**src/rtl/lcd_timing_gen.sv**
```systemverilog
// lcd_timing_gen
// Raster timing generator for a parallel RGB LCD panel. A horizontal and a
// vertical counter sweep the full frame (sync, back porch, active area and
// front porch). Every output is a purely combinational decode of those two
// registered counters and lcd_en, so none of them adds a clock of latency.
//
// Ports
//   clk         in   pixel clock
//   rstn        in   asynchronous active-low reset (clears both counters)
//   lcd_en      in   timing enable; low clears and holds both counters
//   lcd_hs      out  horizontal sync, active low
//   lcd_vs      out  vertical sync, active low
//   lcd_de      out  data enable, active high
//   data_req    out  pixel request, one clock ahead of lcd_de
//   pixel_xpos  out  column of the requested pixel (0 when data_req=0)
//   pixel_ypos  out  row of the requested pixel (0 when data_req=0)
//   frame_start out  single-clock pulse at the frame origin
module lcd_timing_gen #(
  parameter int H_SYNC  = 128,
  parameter int H_BACK  = 88,
  parameter int H_DISP  = 800,
  parameter int H_TOTAL = 1056,
  parameter int V_SYNC  = 2,
  parameter int V_BACK  = 33,
  parameter int V_DISP  = 480,
  parameter int V_TOTAL = 525
) (
  input  logic        clk,
  input  logic        rstn,
  input  logic        lcd_en,
  output logic        lcd_hs,
  output logic        lcd_vs,
  output logic        lcd_de,
  output logic        data_req,
  output logic [10:0] pixel_xpos,
  output logic [10:0] pixel_ypos,
  output logic        frame_start
);

  // Window edges, pre-cast to the 11-bit counter width.
  localparam logic [10:0] H_LAST    = 11'(H_TOTAL - 1);
  localparam logic [10:0] V_LAST    = 11'(V_TOTAL - 1);
  localparam logic [10:0] HS_END    = 11'(H_SYNC);
  localparam logic [10:0] VS_END    = 11'(V_SYNC);
  localparam logic [10:0] HA_LO     = 11'(H_SYNC + H_BACK);
  localparam logic [10:0] HA_HI     = 11'(H_SYNC + H_BACK + H_DISP);
  // The request window is the active window moved one clock earlier, which
  // gives the downstream pixel source a clock to produce its data.
  localparam logic [10:0] REQ_LO    = 11'(H_SYNC + H_BACK - 1);
  localparam logic [10:0] REQ_HI    = 11'(H_SYNC + H_BACK + H_DISP - 1);
  localparam logic [10:0] VA_LO     = 11'(V_SYNC + V_BACK);
  localparam logic [10:0] VA_HI     = 11'(V_SYNC + V_BACK + V_DISP);

  logic [10:0] h_cnt_q, h_cnt_d;
  logic [10:0] v_cnt_q, v_cnt_d;

  always_comb begin
    h_cnt_d = h_cnt_q;
    v_cnt_d = v_cnt_q;
    if (!lcd_en) begin
      // Dropping the enable aborts the frame; the next enable restarts at
      // the origin.
      h_cnt_d = '0;
      v_cnt_d = '0;
    end else if (h_cnt_q == H_LAST) begin
      h_cnt_d = '0;
      v_cnt_d = (v_cnt_q == V_LAST) ? 11'd0 : v_cnt_q + 11'd1;
    end else begin
      h_cnt_d = h_cnt_q + 11'd1;
    end
  end

  always_ff @(posedge clk or negedge rstn) begin
    if (!rstn) begin
      h_cnt_q <= '0;
      v_cnt_q <= '0;
    end else begin
      h_cnt_q <= h_cnt_d;
      v_cnt_q <= v_cnt_d;
    end
  end

  logic h_active;
  logic v_active;
  logic h_request;

  assign h_active  = (h_cnt_q >= HA_LO)  && (h_cnt_q < HA_HI);
  assign v_active  = (v_cnt_q >= VA_LO)  && (v_cnt_q < VA_HI);
  assign h_request = (h_cnt_q >= REQ_LO) && (h_cnt_q < REQ_HI);

  assign lcd_hs      = ~(lcd_en && (h_cnt_q < HS_END));
  assign lcd_vs      = ~(lcd_en && (v_cnt_q < VS_END));
  assign lcd_de      = lcd_en && h_active && v_active;
  assign data_req    = lcd_en && h_request && v_active;
  assign frame_start = lcd_en && (h_cnt_q == 11'd0) && (v_cnt_q == 11'd0);

  // The subtractions cannot underflow: they are only selected inside the
  // request window, where both counters are at or above the subtrahend.
  assign pixel_xpos = data_req ? (h_cnt_q - REQ_LO) : 11'd0;
  assign pixel_ypos = data_req ? (v_cnt_q - VA_LO)  : 11'd0;

endmodule

```
**config.mk**
```make
export PLATFORM = sky130hd
export DESIGN_NAME = lcd_timing_gen
export DESIGN_NICKNAME = d
export VERILOG_FILES = /design/src/rtl/lcd_timing_gen.sv
export SDC_FILE = /design/constraint.sdc
export NUM_CORES = 1
export LEC_CHECK = 0
export BUFFER_PORTS_ARGS = -buffer_cell sky130_fd_sc_hd__buf_4
export CORE_MARGIN = 4
export CORE_UTILIZATION = 30
export DETAILED_ROUTE_END_ITERATION = 10
export GPL_TIMING_DRIVEN = 1
export SLEW_MARGIN = 20
export SYNTH_ARGS = -nofsm -noshare
export SYNTH_HDL_FRONTEND = slang
export SYNTH_SLANG_ARGS = --single-unit
```
**constraint.sdc**
```tcl
create_clock -name clk -period 2.9 [get_ports clk]
set_clock_uncertainty 0.05 [all_clocks]
set_input_delay 0.29 -clock clk [delete_from_list [all_inputs] [get_ports clk]]
set_output_delay 0.29 -clock clk [all_outputs]
set_load 0.02 [all_outputs]
```
Word level (Yosys, flattened, before mapping):

Index checks and enable logic that the tools add are counted.

* add/sub/neg operators: 4
* magnitude comparators: 8
* equal/unequal tests: 3
* mux-type cells: 7
* bitwise gates (word level): 2
* reduce and logical (&&, ||, !) cells: 13

Operator list (number)
* 2-to-1 mux 11 bit: 7
* less-than comparator 11 x 10 -> 1 bit (second input constant): 3
* adder 11 x 1 -> 11 bit (second input constant): 2
* greater-or-equal comparator 11 x 8 -> 1 bit (second input constant): 2
* zero test 11 bit: 2
* equality test 11 x 10 -> 1 bit (second input constant): 1
* equality test 11 bit (second input constant): 1
* greater-or-equal comparator 11 x 6 -> 1 bit (second input constant): 1
* logical AND 1 bit: 11
* less-than comparator 11 x 2 -> 1 bit (second input constant): 1
* less-than comparator 11 x 8 -> 1 bit (second input constant): 1
* subtractor 11 x 6 -> 11 bit (second input constant): 1
* subtractor 11 x 8 -> 11 bit (second input constant): 1
* inequality test 2 x 1 -> 1 bit (second input constant): 1
* inverter 1 bit: 2

* register bits after elaboration: 22
* output and inout port bits: 27
* logic and storage cells: 39

Logic depth before layout (Yosys ltp):

* word-level depth: 5
* gate-level depth with buffers: 8
* gate-level depth less buffers: 6

Worst setup path before layout:

OpenSTA, ideal clock, no wires.

* kind: reg2out
* from: register h_cnt_q[8]
* to: output port frame_start
* arrival: 1.982 ns
* data required time: 2.560 ns
* path slack: 0.578 ns
* stages on the path, launching flop included: 6
* cell sequence: dfrtp_1 -> buf_2 -> nor3_1 -> nand3b_1 -> nand3b_1 -> nor4_1

* word-level cells in the longest chain between the ends: 3

Ends and longest elaborated chain
* from (decl): line 54 `logic [10:0] h_cnt_q, h_cnt_d;`
* from (signal assigned): line 78 `h_cnt_q <= h_cnt_d;`
* zero test 11 bit: line 95 `assign frame_start = lcd_en && (h_cnt_q == 11'd0) && (v_cnt_q == 11'd0);`
* logical AND 1 bit (2 in series): line 95
* to (decl): line 37 `output logic frame_start`

No other way between the ends.

Worst setup path after layout:

* from: register v_cnt_q[0]
* to: output port pixel_ypos[2]

* word-level cells in the longest chain between the ends: 4

Ends and longest elaborated chain
* from (decl): line 55 `logic [10:0] v_cnt_q, v_cnt_d;`
* from (signal assigned): line 79 `v_cnt_q <= v_cnt_d;`
* greater-or-equal comparator 11 x 6 -> 1 bit / less-than comparator 11 x 10 -> 1 bit (equally long branches): line 88 `assign v_active = (v_cnt_q >= VA_LO) && (v_cnt_q < VA_HI);`
* logical AND 1 bit: line 88
* logical AND 1 bit: line 94 `assign data_req = lcd_en && h_request && v_active;`
* 2-to-1 mux 11 bit *: line 100 `assign pixel_ypos = data_req ? (v_cnt_q - VA_LO) : 11'd0;`
* to (decl): line 36 `output logic [10:0] pixel_ypos,`

Mark *: on every way between the ends. The rest lies on a longest branch, timed or not.

==> flow_summary.ini <==
[min_path]
min_path_type = input port to register
hold_depth = 3
min_to = h_cnt_q[4]
hp-start = lcd_en

[sta]
worst_slew_pin_slew_ps = 574
final-hold-violation-count = 0
worst_slack_ps = 108
finalCritPeriodShare = 0.963
rsz0062_at_grt = false
maxSlewViolCount = 0
setup_tns_ps = 0
setup_viol = 0
slew_headroom = 0.614
fin_crit_ps = 2790
max_freq_mhz = 358
holdWs_ps = 377

[worst_setup_path]
r2r_end = v_cnt_q[2]
crit_path_cell_trace = a2111oi_4 -> a31oi_1 -> a311o_2 -> buf_4 -> nor3_2 -> buf_4
timing.rr.start = v_cnt_q[1]
crit_path_end_kind = output port
cp_max_fo = 9
cp-start-kind = register
crit_type = register to output port
crit_cells = 6
crit_path_start = v_cnt_q[0]
critPathTopFamily = compound AO/OA/AOI/OAI gates
rr_worst_depth = 7
crit_top_cell = buf_4
worst_path_max_delay_cell = dfrtp_2
max_stage_delay_ps = 500
arrival_ps = 2450
rrSetupSlack_ps = 730
cp_data_required_time_ps = 2560
critical_path_buf_inv_count = 2

[global_route]
grt_pass1_wl_mm = 8.53
grt_max_degree = 25
grtUsageTotal = 0.120
grt_pass1_vias = 1733
antenna_found_initial = 0
overflow = 0

[placement]
place_area_sq_um = 2320
placed_cells = 356
dp_hpwl_mm = 3.84
place_ws_ps = 322
port_buffers = 29
routabilityCongestion = 0.851

[synthesis]
syn_avg_cell_area_sq_um = 8.73
yosysTopAreaCell = dfrtp_1
ys_async_sr_fraction = 1.00
yosysMostFrequentCell = dfrtp_1
synth_area_sq_um = 2180
ys_ff_latch = 22
synth_nets = 257
synth_edf_count = 0
synthTopCellsByCount = dfrtp_1, nand3_1, nor3_2, nor2_1, nand2_1
synthCells = 250
yosys-top-cells-area = dfrtp_1, nor3_2, buf_6
synth_flop_cell = dfrtp_1
ys_seq_area_frac = 0.252
synth_top_area_frac = 0.252
synth_cell_types = 56
ys_warn_count = 0

[clock_tree]
cts.path.max_buffers = 2
cts_tree = done
clkLatencyLatePin_ps = 270
clock_sinks = 22
ctsHtreeMaxLevel = 1
cts.clk_slew.worst_paths_ps = 90
root_buffer = clkbuf_8
numCtsBuffers = 3

[finish]
fin_cells = 366
seq_area_sq_um = 553
final_area_sq_um = 2460
syn_to_final_growth_pct = 12.7
drive_gt1_frac = 0.285
nFillCells = 721
n_antenna_cell = 0
layout.nets = 278
multi_input_area_sq_um = 1340

[floorplanning]
start_util = 0.314
pin_count = 30
die_y_microns = 93.3
core_area_sq_um = 6940
rows = 30
die_area_sq_um = 8700
die_w_microns = 93.3

[pwr]
ir_drop_uv = 210
powerDensity_nw_per_um2 = 274
p_leak_uw = 0.000965

[detailed_routing]
wl_per_cell_microns = 15.4
ant_nets = 0
wl_mm = 5.65
num_vias = 1937
via_per_inst = 5.29
drc = 0
drt_iter0_markers = 175
drt_pass1_iterations = 4

[outcome]
status = finished, final reports clean

[job]
cap_violations = 0
==> cell families after synthesis <==
family	share of synthesized area
AO/OA/AOI/OAI	0.171
adder cells (fa/ha/maj)	0.0229
XOR/XNOR	0.0803
flip-flops	0.252
AND/OR/NAND/NOR	0.332
buffers and inverters	0.142
==> layout make-up <==
type | instances | area share
clock inverters | 1 | 0.0122
clock buffers | 3 | 0.0168
inverters | 11 | 0.0168
multi-input cells | 190 | 0.543
repair buffers | 43 | 0.137
flip-flops and latches | 22 | 0.225
well taps | 96 | 0.0488
==> layer usage <==
layer | vias up | wire length [microns] | GRT usage
met5 | - | 0 | 0
met4 | 0 | 58 | 0.0305
met3 | 5 | 288 | 0.0137
met2 | 70 | 2510 | 0.185
met1 | 905 | 2790 | 0.177
li1 | 957 | - | -
==> cells in the final DEF, fill, tap and decap left out, types with 3 or more instances in the layout <==
cell type and n:
nor2_1 16, nand3b_1 3, nand3_1 20, o21ai_0 13
nor3_2 17, dfrtp_1 20, inv_1 11, xnor2_1 14
a211oi_1 3, nand2_1 15, nor3_1 12, a21oi_1 6
clkbuf_8 3, ha_1 3, nor4_1 6, buf_4 41
or3_1 3, xor2_1 6, a31oi_1 7, nand4_1 5
==> state kept, by name (all words and copies together), names as in the netlist <==
signal	flops
h_cnt_q	11
v_cnt_q	11
==> where the power goes <==
group	switching, uW	internal, uW
Clock	116	185
Sequential	6.38	310
Combinational	37.5	20.1
==> how the worst max path moves through the flow <==
stage | endpoint | slack (ps)
2_1_floorplan | frame_start | 580
3_3_place_gp | pixel_xpos[8] | 410
3_5_place_dp | pixel_xpos[8] | 320
4_1_cts | pixel_xpos[8] | 2
5_1_grt | pixel_ypos[10] | 50
6_report | pixel_ypos[2] | 110
==> worst reg2reg max path, delay by kind of cell (launching register included) <==
kind | cells | cell delay (ps)
AO/OA/AOI/OAI | 2 | 650
flip-flops | 1 | 550
buffers and inverters | 2 | 380
AND/OR/NAND/NOR | 2 | 260
adder cells (fa/ha/maj) | 1 | 180
==> timing repair <==
action                                  CTS  global route
endpoints found under the setup margin    1            10
setup buffers                             0             4
cloned                                    0             1
hold endpoints to repair                 22             0
pin swaps                                 0             2
gates resized for setup                   1             3
hold buffers                              1             0
==> through the flow <==
stage / total power [uW] / util
finish: 674 / 0.354
global placement: 378 / 0.334
CTS: 677 / 0.346
detailed placement: 378 / 0.334
floorplan: 352 / -
global route: 695 / 0.354
Note: power is estimated with default switching activity, not from simulation.
